**src/rtl/rp_pio_log_pkg.sv**
```systemverilog
// Shared types for the RP PIO error log capture controller.
// FSM states, log entry bundle and status bit helpers.
package rp_pio_log_pkg;

  localparam int RP_PIO_STATUS_W = 12;
  localparam logic [2:0] LOG_SEL_IMPSPEC = 3'd4;
  localparam int HDR_DW = 4;

  typedef logic [3:0] err_type_t;

  typedef enum logic [2:0] {
    ST_IDLE,
    ST_HDR0,
    ST_HDR1,
    ST_HDR2,
    ST_HDR3,
    ST_IMP,
    ST_DONE
  } log_fsm_e;

  typedef struct packed {
    err_type_t             err_type;
    logic [HDR_DW*32-1:0]  hdr;
    logic [31:0]           impspec;
  } log_entry_t;

  // Illegal types (12..15) map to no status bit.
  function automatic logic [RP_PIO_STATUS_W-1:0]
    type_onehot(input err_type_t t);
    type_onehot = '0;
    if (t < err_type_t'(RP_PIO_STATUS_W))
      type_onehot[t] = 1'b1;
  endfunction

endpackage

```
**src/rtl/rp_pio_log_capture_ctrl_arb.sv**
```systemverilog
// Round-robin arbiter: lowest requester at or after the pointer.
// Pointer moves past the winner when the grant is taken.
module rp_pio_rr_arbiter #(
  parameter int NUM_REQ = 4,
  parameter int IW      = $clog2(NUM_REQ)
) (
  input  logic               clk,
  input  logic               rst,
  input  logic [NUM_REQ-1:0] req,
  input  logic               advance,
  output logic [NUM_REQ-1:0] grant,
  output logic [IW-1:0]      grant_idx,
  output logic               grant_vld
);

  logic [IW-1:0] ptr;

  // Scan requesters starting at the pointer, wrapping.
  always_comb begin
    logic [31:0] j;
    logic        found;
    grant     = '0;
    grant_idx = '0;
    found     = 1'b0;
    j         = '0;
    for (int i = 0; i < NUM_REQ; i++) begin
      j = (32'(ptr) + 32'(i)) % 32'(NUM_REQ);
      if (!found && req[j[IW-1:0]]) begin
        found               = 1'b1;
        grant[j[IW-1:0]]    = 1'b1;
        grant_idx           = j[IW-1:0];
      end
    end
    grant_vld = |req;
  end

  // Rotate the pointer one past the accepted winner.
  always_ff @(posedge clk or posedge rst) begin
    if (rst) begin
      ptr <= '0;
    end else if (advance && grant_vld) begin
      if (grant_idx == IW'(NUM_REQ-1))
        ptr <= '0;
      else
        ptr <= grant_idx + 1'b1;
    end
  end

endmodule

```
**src/rtl/rp_pio_log_capture_ctrl.sv**
```systemverilog
// RP PIO error log capture: arbitrate, write header/impspec log, own status.
// Optional RP_PIO_LOG_OVERFLOW_EN adds overflow_cnt for unlogged reports.
module rp_pio_log_capture_ctrl
  import rp_pio_log_pkg::*;
#(
  parameter int NUM_REQ         = 4,
  parameter int RP_PIO_LOG_SIZE = 5
) (
  input  logic                       clk,
  input  logic                       rst,
  input  logic [NUM_REQ-1:0]         req_valid,
  output logic [NUM_REQ-1:0]         req_ready,
  input  logic [NUM_REQ*4-1:0]       req_err_type,
  input  logic [NUM_REQ*128-1:0]     req_hdr,
  input  logic [NUM_REQ*32-1:0]      req_impspec,
  output logic                       log_wr_en,
  output logic [2:0]                 log_wr_sel,
  output logic [31:0]                log_wr_data,
  input  logic                       sw_clr_en,
  input  logic [RP_PIO_STATUS_W-1:0] sw_clr_mask,
  output logic [RP_PIO_STATUS_W-1:0] status,
  output logic [3:0]                 first_err_ptr,
  output logic                       first_err_vld,
  output logic                       busy
`ifdef RP_PIO_LOG_OVERFLOW_EN
  ,
  output logic [7:0]                 overflow_cnt
`endif
);

  localparam int IW = $clog2(NUM_REQ);
  localparam bit HAS_IMP = (RP_PIO_LOG_SIZE >= 5);

  log_fsm_e     state, state_n;
  log_entry_t   ent_q, ent_n;
  logic         logged_q;
  logic [NUM_REQ-1:0] grant;
  logic [IW-1:0] gidx;
  logic         gvld;
  logic         take;
  logic         wr_en_n;
  logic [2:0]   wr_sel_n;
  logic [31:0]  wr_data_n;
  logic         done;
  logic         ptr_hit;
  logic [RP_PIO_STATUS_W-1:0] clr_v;
  logic [RP_PIO_STATUS_W-1:0] set_v;

  rp_pio_rr_arbiter #(
    .NUM_REQ (NUM_REQ),
    .IW      (IW)
  ) u_arb (
    .clk       (clk),
    .rst       (rst),
    .req       (req_valid),
    .advance   (take),
    .grant     (grant),
    .grant_idx (gidx),
    .grant_vld (gvld)
  );

  // Gather the winning requester's report.
  always_comb begin
    ent_n.err_type = req_err_type[32'(gidx)*4 +: 4];
    ent_n.hdr      = req_hdr[32'(gidx)*128 +: 128];
    ent_n.impspec  = req_impspec[32'(gidx)*32 +: 32];
  end

  // Next state, grant pulse and next log write beat.
  always_comb begin
    state_n   = state;
    req_ready = '0;
    take      = 1'b0;
    wr_en_n   = 1'b0;
    wr_sel_n  = 3'd0;
    wr_data_n = 32'd0;
    unique case (state)
      ST_IDLE: begin
        if (gvld && !rst) begin
          req_ready = grant;
          take      = 1'b1;
          if (first_err_vld) begin
            state_n = ST_DONE;
          end else begin
            state_n   = ST_HDR0;
            wr_en_n   = 1'b1;
            wr_data_n = ent_n.hdr[31:0];
          end
        end
      end
      ST_HDR0: begin
        state_n   = ST_HDR1;
        wr_en_n   = 1'b1;
        wr_sel_n  = 3'd1;
        wr_data_n = ent_q.hdr[63:32];
      end
      ST_HDR1: begin
        state_n   = ST_HDR2;
        wr_en_n   = 1'b1;
        wr_sel_n  = 3'd2;
        wr_data_n = ent_q.hdr[95:64];
      end
      ST_HDR2: begin
        state_n   = ST_HDR3;
        wr_en_n   = 1'b1;
        wr_sel_n  = 3'd3;
        wr_data_n = ent_q.hdr[127:96];
      end
      ST_HDR3: begin
        if (HAS_IMP) begin
          state_n   = ST_IMP;
          wr_en_n   = 1'b1;
          wr_sel_n  = LOG_SEL_IMPSPEC;
          wr_data_n = ent_q.impspec;
        end else begin
          state_n = ST_DONE;
        end
      end
      ST_IMP:  state_n = ST_DONE;
      ST_DONE: state_n = ST_IDLE;
      default: state_n = ST_IDLE;
    endcase
  end

  // FSM state register.
  always_ff @(posedge clk or posedge rst) begin
    if (rst) state <= ST_IDLE;
    else     state <= state_n;
  end

  // Hold the granted report; logged is decided at grant time.
  always_ff @(posedge clk or posedge rst) begin
    if (rst) begin
      ent_q    <= '0;
      logged_q <= 1'b0;
    end else if (take) begin
      ent_q    <= ent_n;
      logged_q <= ~first_err_vld;
    end
  end

  // Registered log write port.
  always_ff @(posedge clk or posedge rst) begin
    if (rst) begin
      log_wr_en   <= 1'b0;
      log_wr_sel  <= 3'd0;
      log_wr_data <= 32'd0;
    end else begin
      log_wr_en   <= wr_en_n;
      log_wr_sel  <= wr_sel_n;
      log_wr_data <= wr_data_n;
    end
  end

  assign done    = (state == ST_DONE);
  assign clr_v   = sw_clr_en ? sw_clr_mask : '0;
  assign set_v   = done ? type_onehot(ent_q.err_type) : '0;
  assign ptr_hit = sw_clr_en && first_err_vld &&
                   (first_err_ptr < 4'd12) &&
                   sw_clr_mask[first_err_ptr];

  // RW1C status; a same-cycle DONE set beats the clear.
  always_ff @(posedge clk or posedge rst) begin
    if (rst) status <= '0;
    else     status <= (status & ~clr_v) | set_v;
  end

  // First-error pointer: a logged DONE re-arms it over any clear.
  always_ff @(posedge clk or posedge rst) begin
    if (rst) begin
      first_err_ptr <= 4'd0;
      first_err_vld <= 1'b0;
    end else if (done && logged_q) begin
      first_err_ptr <= ent_q.err_type;
      first_err_vld <= 1'b1;
    end else if (ptr_hit) begin
      first_err_vld <= 1'b0;
    end
  end

`ifdef RP_PIO_LOG_OVERFLOW_EN
  // Count dropped reports; unlocking the log restarts the count.
  always_ff @(posedge clk or posedge rst) begin
    if (rst) begin
      overflow_cnt <= 8'd0;
    end else if (ptr_hit) begin
      overflow_cnt <= 8'd0;
    end else if (done && !logged_q &&
                 overflow_cnt != 8'hFF) begin
      overflow_cnt <= overflow_cnt + 8'd1;
    end
  end
`endif

  assign busy = (state != ST_IDLE);

endmodule
```
**config.mk**
```make
export PLATFORM = sky130hd
export DESIGN_NAME = rp_pio_log_capture_ctrl
export DESIGN_NICKNAME = d
export VERILOG_FILES = /design/src/rtl/rp_pio_log_pkg.sv /design/src/rtl/rp_pio_log_capture_ctrl_arb.sv /design/src/rtl/rp_pio_log_capture_ctrl.sv
export SDC_FILE = /design/constraint.sdc
export NUM_CORES = 1
export LEC_CHECK = 0
export CAP_MARGIN = 30
export CORE_AREA = 2 2 289 291
export CTS_CLUSTER_SIZE = 14
export DETAILED_ROUTE_END_ITERATION = 6
export DIE_AREA = 0 0 291 293
export PLACE_DENSITY = 0.45
export SLEW_MARGIN = 25
export SYNTH_ARGS = -nofsm -noshare
export SYNTH_HDL_FRONTEND = slang
export SYNTH_SLANG_ARGS = --single-unit
```
**constraint.sdc**
```tcl
create_clock -name clk -period 6.5 [get_ports clk]
set_input_delay 0.975 -clock clk [delete_from_list [all_inputs] [get_ports clk]]
set_output_delay 0.975 -clock clk [all_outputs]
set_load 0.005 [all_outputs]
```
==> run_results.csv <==
group,metric,value,unit
run_status,status,"complete, no violations",
synthesis,synth_xor_xnor_area_share,0.0626,%
floorplan,die_y,293,µm
cts,cts_resized,0,
power_and_ir_drop,power,9490,µW
cts,cts_tree,"done",
timing,setup_viol,0,
timing,period_share,76.4,%
synthesis,yosys-top-cells-count,"and3_1, dfrtp_1, a211oi_1, nand2_1, clkbuf_1",
synthesis,ys_seq_area_share,34.1,%
synthesis,synth-simple-area-share,17.8,%
min_path,hp-class,"register to register",
synthesis,synth_top_cell_by_area,"dfrtp_1",
power_and_ir_drop,swShare,50.6,%
synthesis,synthAdderAreaFrac,0.715,%
finish,syn_to_final_growth,63.4,%
synthesis,syn-num-nets,2210,
cts,path_clk_slew,0.09,ns
setup_path,end_kind,"output pin",
timing,tightest_slew,1.11,ns
timing,hold_violations,0,
synthesis,syn_area_per_cell,9.17,µm²
setup_path,crit_type,"register to output pin",
global_routing,antenna_found_initial,9,
cts,cts_hold_buffers,0,
power_and_ir_drop,power.internal,4690,µW
timing,fin_worst_skew,0.0158,ns
floorplan,die_area,0.0853,mm²
synthesis,netlist_area,0.0140,mm²
synthesis,async_flop_share,100,%
setup_path,cp_max_fo,20,
drt,ant_nets,0,
floorplan,ios,733,
global_routing,grt_start_max_net_pins,174,
power_and_ir_drop,seq_power_share,23.9,%
cts,post_cts_buffers,0,
timing,drv_slew,0,
synthesis,synth-edff-count,0,
global_routing,grt_usage,19.5,%
global_routing,grt_pass1_vias,16200,
finish,final_core_util,28.0,%
power_and_ir_drop,ir_drop,0.642,mV
synthesis,yosysMostFrequentCell,"and3_1",
cts,clk_path_buf_depth,2,
synthesis,synth_cells,1527,
timing,setup_tns,0,ns
global_routing,grt.overflow.total,0,
placed_design,io_buffer_count,732,
synthesis,yosys.area.top_type_share,34.1,%
cts,root_buffer,"clkbuf_16",
power_and_ir_drop,switching_power,4800,µW
global_routing,grt_pass1_wl,120000,µm
synthesis,synth_compound_area_share,32.0,%
drt,avgRoutedWirePerCell,26.5,µm
synthesis,synth-main-ff-cell,"dfrtp_1",
timing,rsz0062_at_grt,"false",
drt,firstDrtPassIters,5,
cts,clk_latency,0.50,ns
synthesis,yosys_warnings,0,
floorplan,num_rows,105,
setup_path,start_kind,"register",
power_and_ir_drop,clockPowerShare,12.7,%
drt,drc,0,
synthesis,synth_top_family_by_area,"compound AO/OA/AOI/OAI gates",
placed_design,place_congestion,0.852,
finish,final_layout_size_suffix_gt1_share,7.84,%
timing,setup_ws,1.53,ns
cts,cts.htree.levels,4,
setup_path,worstPathArrival,3.99,ns
drt,drtIter0Drc,848,
cts,clock-sinks,191,
power_and_ir_drop,p_leak,0.00916,µW
synthesis,synth_cell_types,47,
power_and_ir_drop,p_per_area,415,mW/mm²
cts,cts_buffers,17,
job,cap_viol_max_count,0,
finish,final_nets,2801,
floorplan,start_util,17.1,%
floorplan,coreArea,0.0818,mm²
synthesis,yosys_register_bits,191,
setup_path,required,5.52,ns
floorplan,die_w,291,µm
drt,vias,15200,
timing,fin_hold_ws,0.481,ns
synthesis,ys_top_cells_by_area,"dfrtp_1, and3_1, a211oi_1",
timing,fin_crit,4.97,ns
placed_design,post-dp-hpwl,65600,µm
drt,wirelength,85100,µm
timing,max_clock_freq,201,MHz
power_and_ir_drop,combinationalPowerShare,63.4,%
drt,viasPerCell,4.75,
timing,relSlewSlack,26.3,%
synthesis,synth_mux_area_share,8.72,%
placed_design,pre_cts_ws,2.02,ns
-- routing by layer --
metal | share of wire, % | track usage, %
met1 | 41 | 23.0
met2 | 52 | 36.0
met3 | 5.3 | 4.37
met4 | 1.4 | 3.94
met5 | 0.015 | 0
-- power groups by stage --
stage / clock network, µW / registers, µW / logic, µW
global route: 1290 / 2360 / 6570
finish: 1200 / 2270 / 6020
detailed placement: 0 / 2330 / 6100
CTS: 1250 / 2310 / 6120
global placement: 0 / 2330 / 6020
floorplan: 0 / 1910 / 3990
-- final cells by class --
cell class / count / area (µm²)
fillers: 8669 / 59000
multi-input cells: 1135 / 8360
repair buffers: 762 / 7690
flip-flops and latches: 191 / 4780
well taps: 1070 / 1340
clock buffers: 17 / 425
clock inverters: 15 / 218
inverters: 11 / 48.8
diodes: 5 / 12.5
-- metrics by stage --
| step | cell area, µm² | instances |
|---|---|---|
| after global placement | 22200 | 3167 |
| after detailed placement | 22200 | 3167 |
| after floorplan | 14000 | 1527 |
| final | 22900 | 3206 |
| after global routing | 22900 | 3204 |
| after CTS | 22800 | 3199 |
-- registers in the layout, summed over array words and instances, names as in the netlist --
signal and count:
log_wr_data 32, first_err_vld 1, state 3, u_arb.ptr 2, log_wr_en 1, log_wr_sel 3
logged_q 1, ent_q 132, first_err_ptr 4, status 12
-- cells in the final DEF, fill, tap and decap left out, types with 3 or more instances in the layout --
cell,Yosys,layout
nor2_1,11,11
o22a_1,32,32
mux2i_1,104,104
buf_12,0,8
and3_1,263,263
a211oi_2,74,74
buf_4,0,20
dfrtp_1,191,189
inv_8,0,3
a22oi_1,40,40
inv_1,11,10
diode_2,0,5
a32o_1,4,4
or2_2,5,4
mux2_2,4,4
nand2b_1,5,4
mux4_2,6,6
clkbuf_16,0,17
ha_1,8,8
a21oi_1,8,8
o31ai_1,134,134
o21ai_0,14,14
clkdlybuf4s50_1,0,732
o221ai_1,32,32
clkinv_8,0,6
nand2_1,168,165
a211oi_1,189,189
nor3_1,3,3
-- cell families after synthesis --
group / after synthesis
multiplexers: 114
flip-flops: 191
adder cells (fa/ha/maj): 8
AND/OR/NAND/NOR: 470
XOR/XNOR: 1
buffers and inverters: 201
AO/OA/AOI/OAI: 542
-- path summary, 6_finish.rpt --
path,from,end,slack [ns],depth (start not counted)
setup / recovery,u_arb.ptr[0]$_DFFE_PP0P_,req_ready[2],1.53,8
hold / removal,ent_q[78]$_DFFE_PP0P_,ent_q[78]$_DFFE_PP0P_,0.48,2
setup reg to reg,u_arb.ptr[0]$_DFFE_PP0P_,log_wr_data[23]$_DFF_PP0_,2.10,8
hold reg to reg,ent_q[78]$_DFFE_PP0P_,ent_q[78]$_DFFE_PP0P_,0.48,2
max in group asynchronous,rst,ent_q[143]$_DFFE_PP0P_,4.18,3
min in group asynchronous,rst,ent_q[144]$_DFFE_PP0P_,1.02,2
-- worst max-delay path, cell delays in order, from the launching register on --
cell	delay (ns)
dfrtp_1	0.82
inv_1	0.37
ha_1	0.52
mux4_2	0.44
nor2_1	0.27
a22oi_1	0.11
or2_2	0.29
a21oi_1	0.14
clkdlybuf4s50_1	0.53
(Power assumes the default switching activity.)
